## src/rtl/instr_mem_prog.sv

```systemverilog
// instr_mem_prog: byte-addressed instruction memory loaded serially by a host.
//
// A host streams the program one byte at a time over a valid/ready handshake.
// Once the final byte arrives, or the memory fills, the block enters RUN and
// releases the core. Fetches are combinational, little-endian 32-bit words.
// Any fetch outside the loaded extent, misaligned, or made outside RUN
// returns HALT_WORD.
//
// Ports:
//   CLK, RST                         clock (rising edge), async active-low reset
//   Load_Start                       request to (re)enter LOAD
//   Load_Valid/Load_Data/Load_Last   byte stream in, ascending addresses
//   Load_Ready                       loader accepts a byte (high only in LOAD)
//   Load_Count                       bytes accepted in the current or last load
//   Load_Done                        high in RUN
//   Overflow_Err                     sticky: memory filled without Load_Last
//   CPU_Hold                         core stall, high unless in RUN
//   Read_Address                     fetch byte address
//   Instruction                      fetched word (combinational)
//   Misaligned                       Read_Address[1:0] != 0
module instr_mem_prog #(
  parameter int unsigned            INST_WIDTH = 32,
  parameter int unsigned            ADDR_WIDTH = 8,
  parameter logic [INST_WIDTH-1:0]  HALT_WORD  = 32'hFFFF_FFFF
) (
  input  logic                  CLK,
  input  logic                  RST,
  input  logic                  Load_Start,
  input  logic                  Load_Valid,
  input  logic [7:0]            Load_Data,
  input  logic                  Load_Last,
  output logic                  Load_Ready,
  output logic [ADDR_WIDTH:0]   Load_Count,
  output logic                  Load_Done,
  output logic                  Overflow_Err,
  output logic                  CPU_Hold,
  input  logic [INST_WIDTH-1:0] Read_Address,
  output logic [INST_WIDTH-1:0] Instruction,
  output logic                  Misaligned
);

  localparam int unsigned Depth = 2 ** ADDR_WIDTH;

  localparam logic [1:0] ST_IDLE = 2'd0;
  localparam logic [1:0] ST_LOAD = 2'd1;
  localparam logic [1:0] ST_RUN  = 2'd2;

  // Count value once every byte of the memory has been written.
  localparam logic [ADDR_WIDTH:0] FULL_COUNT = {1'b1, {ADDR_WIDTH{1'b0}}};

  logic [1:0]            r_state;
  // The write pointer and the accepted-byte count always move together, so a
  // single register serves as both.
  logic [ADDR_WIDTH:0]   r_count;
  logic [ADDR_WIDTH:0]   r_prog_end;
  logic                  r_overflow;
  logic [7:0]            r_mem [Depth];

  logic                  w_handshake;
  logic [ADDR_WIDTH:0]   w_count_inc;

  assign w_handshake = Load_Valid && (r_state == ST_LOAD);
  assign w_count_inc = r_count + {{ADDR_WIDTH{1'b0}}, 1'b1};

  always_ff @(posedge CLK or negedge RST) begin
    if (!RST) begin
      r_state    <= ST_IDLE;
      r_count    <= '0;
      r_prog_end <= '0;
      r_overflow <= 1'b0;
    end else begin
      unique case (r_state)
        ST_IDLE: begin
          if (Load_Start) begin
            r_state <= ST_LOAD;
            r_count <= '0;
          end
        end
        ST_LOAD: begin
          if (w_handshake) begin
            r_count <= w_count_inc;
            if (Load_Last) begin
              r_prog_end <= w_count_inc;
              r_state    <= ST_RUN;
            end else if (w_count_inc == FULL_COUNT) begin
              r_prog_end <= FULL_COUNT;
              r_overflow <= 1'b1;
              r_state    <= ST_RUN;
            end
          end
        end
        ST_RUN: begin
          if (Load_Start) begin
            r_state    <= ST_LOAD;
            r_count    <= '0;
            r_prog_end <= '0;
            r_overflow <= 1'b0;
          end
        end
        default: r_state <= ST_IDLE;
      endcase
    end
  end

  // Memory is deliberately not reset; Prog_End gates every read.
  always_ff @(posedge CLK) begin
    if (w_handshake) begin
      r_mem[r_count[ADDR_WIDTH-1:0]] <= Load_Data;
    end
  end

  assign Load_Ready   = (r_state == ST_LOAD);
  assign Load_Done    = (r_state == ST_RUN);
  assign CPU_Hold     = (r_state != ST_RUN);
  assign Load_Count   = r_count;
  assign Overflow_Err = r_overflow;

  // Fetch path
  logic [ADDR_WIDTH-1:0] w_a0;
  logic [ADDR_WIDTH-1:0] w_a1;
  logic [ADDR_WIDTH-1:0] w_a2;
  logic [ADDR_WIDTH-1:0] w_a3;
  logic [ADDR_WIDTH:0]   w_last_byte;
  logic                  w_out_of_range;
  logic                  w_past_end;
  logic [31:0]           w_word;

  assign w_a0 = Read_Address[ADDR_WIDTH-1:0];
  assign w_a1 = w_a0 + ADDR_WIDTH'(1);
  assign w_a2 = w_a0 + ADDR_WIDTH'(2);
  assign w_a3 = w_a0 + ADDR_WIDTH'(3);

  // Widened by one bit so a word straddling the top of memory cannot wrap
  // back into the valid range.
  assign w_last_byte    = {1'b0, w_a0} + (ADDR_WIDTH + 1)'(3);
  assign w_past_end     = (w_last_byte >= r_prog_end);
  assign w_out_of_range = |Read_Address[INST_WIDTH-1:ADDR_WIDTH];
  assign Misaligned     = |Read_Address[1:0];

  assign w_word = {r_mem[w_a3], r_mem[w_a2], r_mem[w_a1], r_mem[w_a0]};

  always_comb begin
    Instruction = w_word;
    if ((r_state != ST_RUN) || Misaligned || w_out_of_range || w_past_end) begin
      Instruction = HALT_WORD;
    end
  end

endmodule

```

## config.mk

```make
export PLATFORM = sky130hd
export DESIGN_NAME = instr_mem_prog
export DESIGN_NICKNAME = d
export VERILOG_FILES = /design/src/rtl/instr_mem_prog.sv
export SDC_FILE = /design/constraint.sdc
export NUM_CORES = 2
export LEC_CHECK = 0
export BUFFER_PORTS_ARGS = -buffer_cell sky130_fd_sc_hd__buf_2
export CORE_MARGIN = 2
export CORE_UTILIZATION = 38
export CTS_CLUSTER_SIZE = 14
export DETAILED_ROUTE_END_ITERATION = 10
export PLACE_DENSITY_LB_ADDON = 0.1
export SYNTH_ARGS = -nofsm -noshare
export SYNTH_HDL_FRONTEND = slang
export SYNTH_SLANG_ARGS = --single-unit
```

## constraint.sdc

```tcl
create_clock -name CLK -period 10.4 [get_ports CLK]
set_input_delay 2.08 -clock CLK [delete_from_list [all_inputs] [get_ports CLK]]
set_output_delay 2.08 -clock CLK [all_outputs]
set_load 0.02 [all_outputs]
```

==> flow_summary.yaml <==
timing:
  hold_viol: 0
  rsz0062_at_grt: "no"
  final_max_slew_viol_count: 8
  period_share_pct: 96.4
  maxSlewHeadroom_pct: -4.09
  tightest_slew_ps: 1550
  fin_skew_ps: 43.2
  setup_viol: 0
  min_period_ps: 10020
  fmax_mhz: 99.8
  hold-worst-slack_ps: 515
  tns_ps: 0
layout:
  area_growth_pct: 12.2
  mostFrequentLayoutCells: "2201 x mux4_2, 2048 x edfxtp_1, 747 x nand2_1"
  fillCellCount: 30200
  design.final.nets: 7711
  regArea_um2: 62000
  final_layout_size_suffix_gt1_share_pct: 42.6
  multiInputGateArea_um2: 65100
  layout_commonest_cell: "mux4_2"
  fin_area_um2: 147000
clock_tree:
  ctsResizeCount: 0
  cts-root-buf: "clkbuf_16"
  postCtsSetupRepairBufs: 0
  clkLatencyLatePin_ps: 1020
  htreeDepth: 4
  cts_sinks: 2069
  numCtsBuffers: 245
  clock_path_buffers: 4
  path_clk_slew_ps: 60
  cts_tree: "done"
  postCtsHoldBufs: 0
pwr:
  ir_worst_vdd_mv: 0.157
  power_density_nw_per_um2: 155
  p_leak_nw: 46.2
die:
  die_area_um2: 349000
  coreArea_um2: 343000
  io_pins: 91
  fp.dieH_um: 591
  row_count: 215
  initial_core_util_pct: 38.1
  die_x_um: 591
synth:
  synth_mux_area_share_pct: 40.8
  synth_edf_count: 2048
  ys_ff_latch: 2069
  synth_cell_types: 81
  synth-compound-area-share_pct: 3.26
  yosysTopAreaCell: "edfxtp_1"
  synthCells: 7555
  netlist_area_um2: 131000
  syn_nets: 7618
  yosys.area_share.simple_pct: 4.93
  synth-main-ff-cell: "edfxtp_1"
  synthArstFlopShare_pct: 1.01
  ys_top_cells_by_area: "edfxtp_1 47%, mux4_2 38%, mux2i_1 2.6%"
  yosys.area.top_type_share_pct: 47.0
  syn_avg_cell_area_um2: 17.3
  synth_top_family_by_area: "multiplexers"
  synth-xor-area-share_pct: 0.234
  yosysSeqAreaShare_pct: 47.4
  yosys_warnings: 0
  synthAdderAreaFrac_pct: 0.172
flow_run:
  maxCapViolations: 2
worst_setup_path:
  critPathKind: "primary input to primary output"
  slowest_stage: "o311ai_1"
  crit_required_ps: 8320
  cp-end-kind: "primary output"
  cp_max_fo: 69
  reg2regPathDepth: 6
  r2r_slack_ps: 5940
  startpoint_type: "primary input"
  slowest_delay_ps: 1110
  crit_chain: "buf_4 > ha_1 > a21oi_1 > xnor2_2 > buf_12 > nor2_4 > a32o_1 > o311ai_1 > o211ai_1 > o21ai_1 > buf_2"
  cp_data_arrival_time_ps: 7940
worst_hold_path:
  min_path_type: "register to register"
  hold_depth: 1
detailed_routing:
  ant_nets: 0
  wl_per_cell_um: 45.1
  drt-initial-drc-count: 14800
  drc: 0
  wirelength_um: 561000
  vias: 90200
  drtPass1Iterations: 6
  vias_per_cell: 7.25
grt:
  grt_max_degree: 193
  grtUsageTotal_pct: 31.8
  grt_pass1_vias: 86300
  gr-total-overflow: 0
  antenna_found_initial: 53
  grt_pass1_wl_um: 761000
place:
  dp_hpwl_um: 377000
  post_dp_cell_area_um2: 138000
  gp_congestion: 0.965
  port_buffers: 90
run_status:
  status: "finished with violations"
  violations: "max-capacitance violations, max-slew violations"
-- worst paths after layout --
kind,start,to
setup / recovery,Read_Address[2],Instruction[29]
hold / removal,r_prog_end[6],r_prog_end[6]
setup reg to reg,r_state[1],r_mem[65][0]
hold reg to reg,r_prog_end[6],r_prog_end[6]
max in group asynchronous,RST,r_prog_end[1]
min in group asynchronous,RST,r_state[0]
-- area by class of cell --
class                   count  area share [%]
repair buffers            610            3.54
multi-input cells        4692            44.4
flip-flops and latches   2069            42.3
diodes                     21          0.0358
clock inverters           184            1.48
well taps                4557            3.89
inverters                  30          0.0913
clock buffers             275            4.29
-- cell usage after synthesis, drive strengths merged, types with 36 or more instances --
| cell | count |
|---|---|
| edfxtp | 2048 |
| mux2 | 36 |
| mux2i | 341 |
| nand3 | 192 |
| a21oi | 75 |
| nor3 | 40 |
| o221ai | 50 |
| o21ai | 52 |
| a32oi | 98 |
| clkbuf | 265 |
| nand4 | 63 |
| a32o | 40 |
| o22ai | 38 |
| buf | 499 |
| mux4 | 2201 |
| nor2 | 335 |
| and3 | 42 |
| nand2 | 765 |
-- per-stage QoR --
step / total power [mW] / cells / worst slack [ps] / utilization (%)
final: 22.8 / 12400 / 379 / 42.8
after global routing: 23.3 / 12400 / 447 / 42.8
after CTS: 22.8 / 12400 / 567 / 42.8
after detailed placement: 13.6 / 12000 / 577 / 40.3
after global placement: 13.6 / 12000 / 537 / 40.3
after floorplan: 11.8 / 7555 / 1640 / -
-- worst max-delay path, delay by kind of cell --
kind	cells	cell delay, ps
compound gates	5	3160
fa+ha+maj	1	580
xor+xnor	1	310
simple gates	1	290
buf+inv	3	1390
-- kinds of logic (layout without fill, tap and decap cells) --
family,after synthesis,in the layout
muxes,2578,2578
DFF,2069,2069
and+or+nand+nor,1511,1511
buffers and inverters,794,1099
AOI/OAI and AO/OA,554,554
xor gates and xnor gates,31,31
adders and majority gates,18,18
other,0,21
-- flip-flops by register name (all words and copies together), names as in the netlist --
| name | cells |
|---|---|
| r_prog_end | 9 |
| r_state | 2 |
| Load_Count | 9 |
| Overflow_Err | 1 |
| r_mem | 2048 |
-- per-layer routing --
metal / global-route usage [%] / share of wire [%] / up-vias
met4: 17.2 / 6.5 / 22
met1: 40.9 / 36 / 48600
met2: 48.2 / 45 / 6966
li1: - / - / 33300
met5: 0.315 / 0.034 / -
met3: 9.93 / 12 / 1356
-- power breakdown --
part / total [mW] / switching [mW] / leakage [nW] / internal (mW)
Combinational: 4.26 / 2.69 / 23.4 / 1.58
Clock: 9.27 / 3.87 / 4.12 / 5.40
Sequential: 9.23 / 0.0297 / 18.7 / 9.20
No activity file was read; power rests on OpenSTA's default activity.
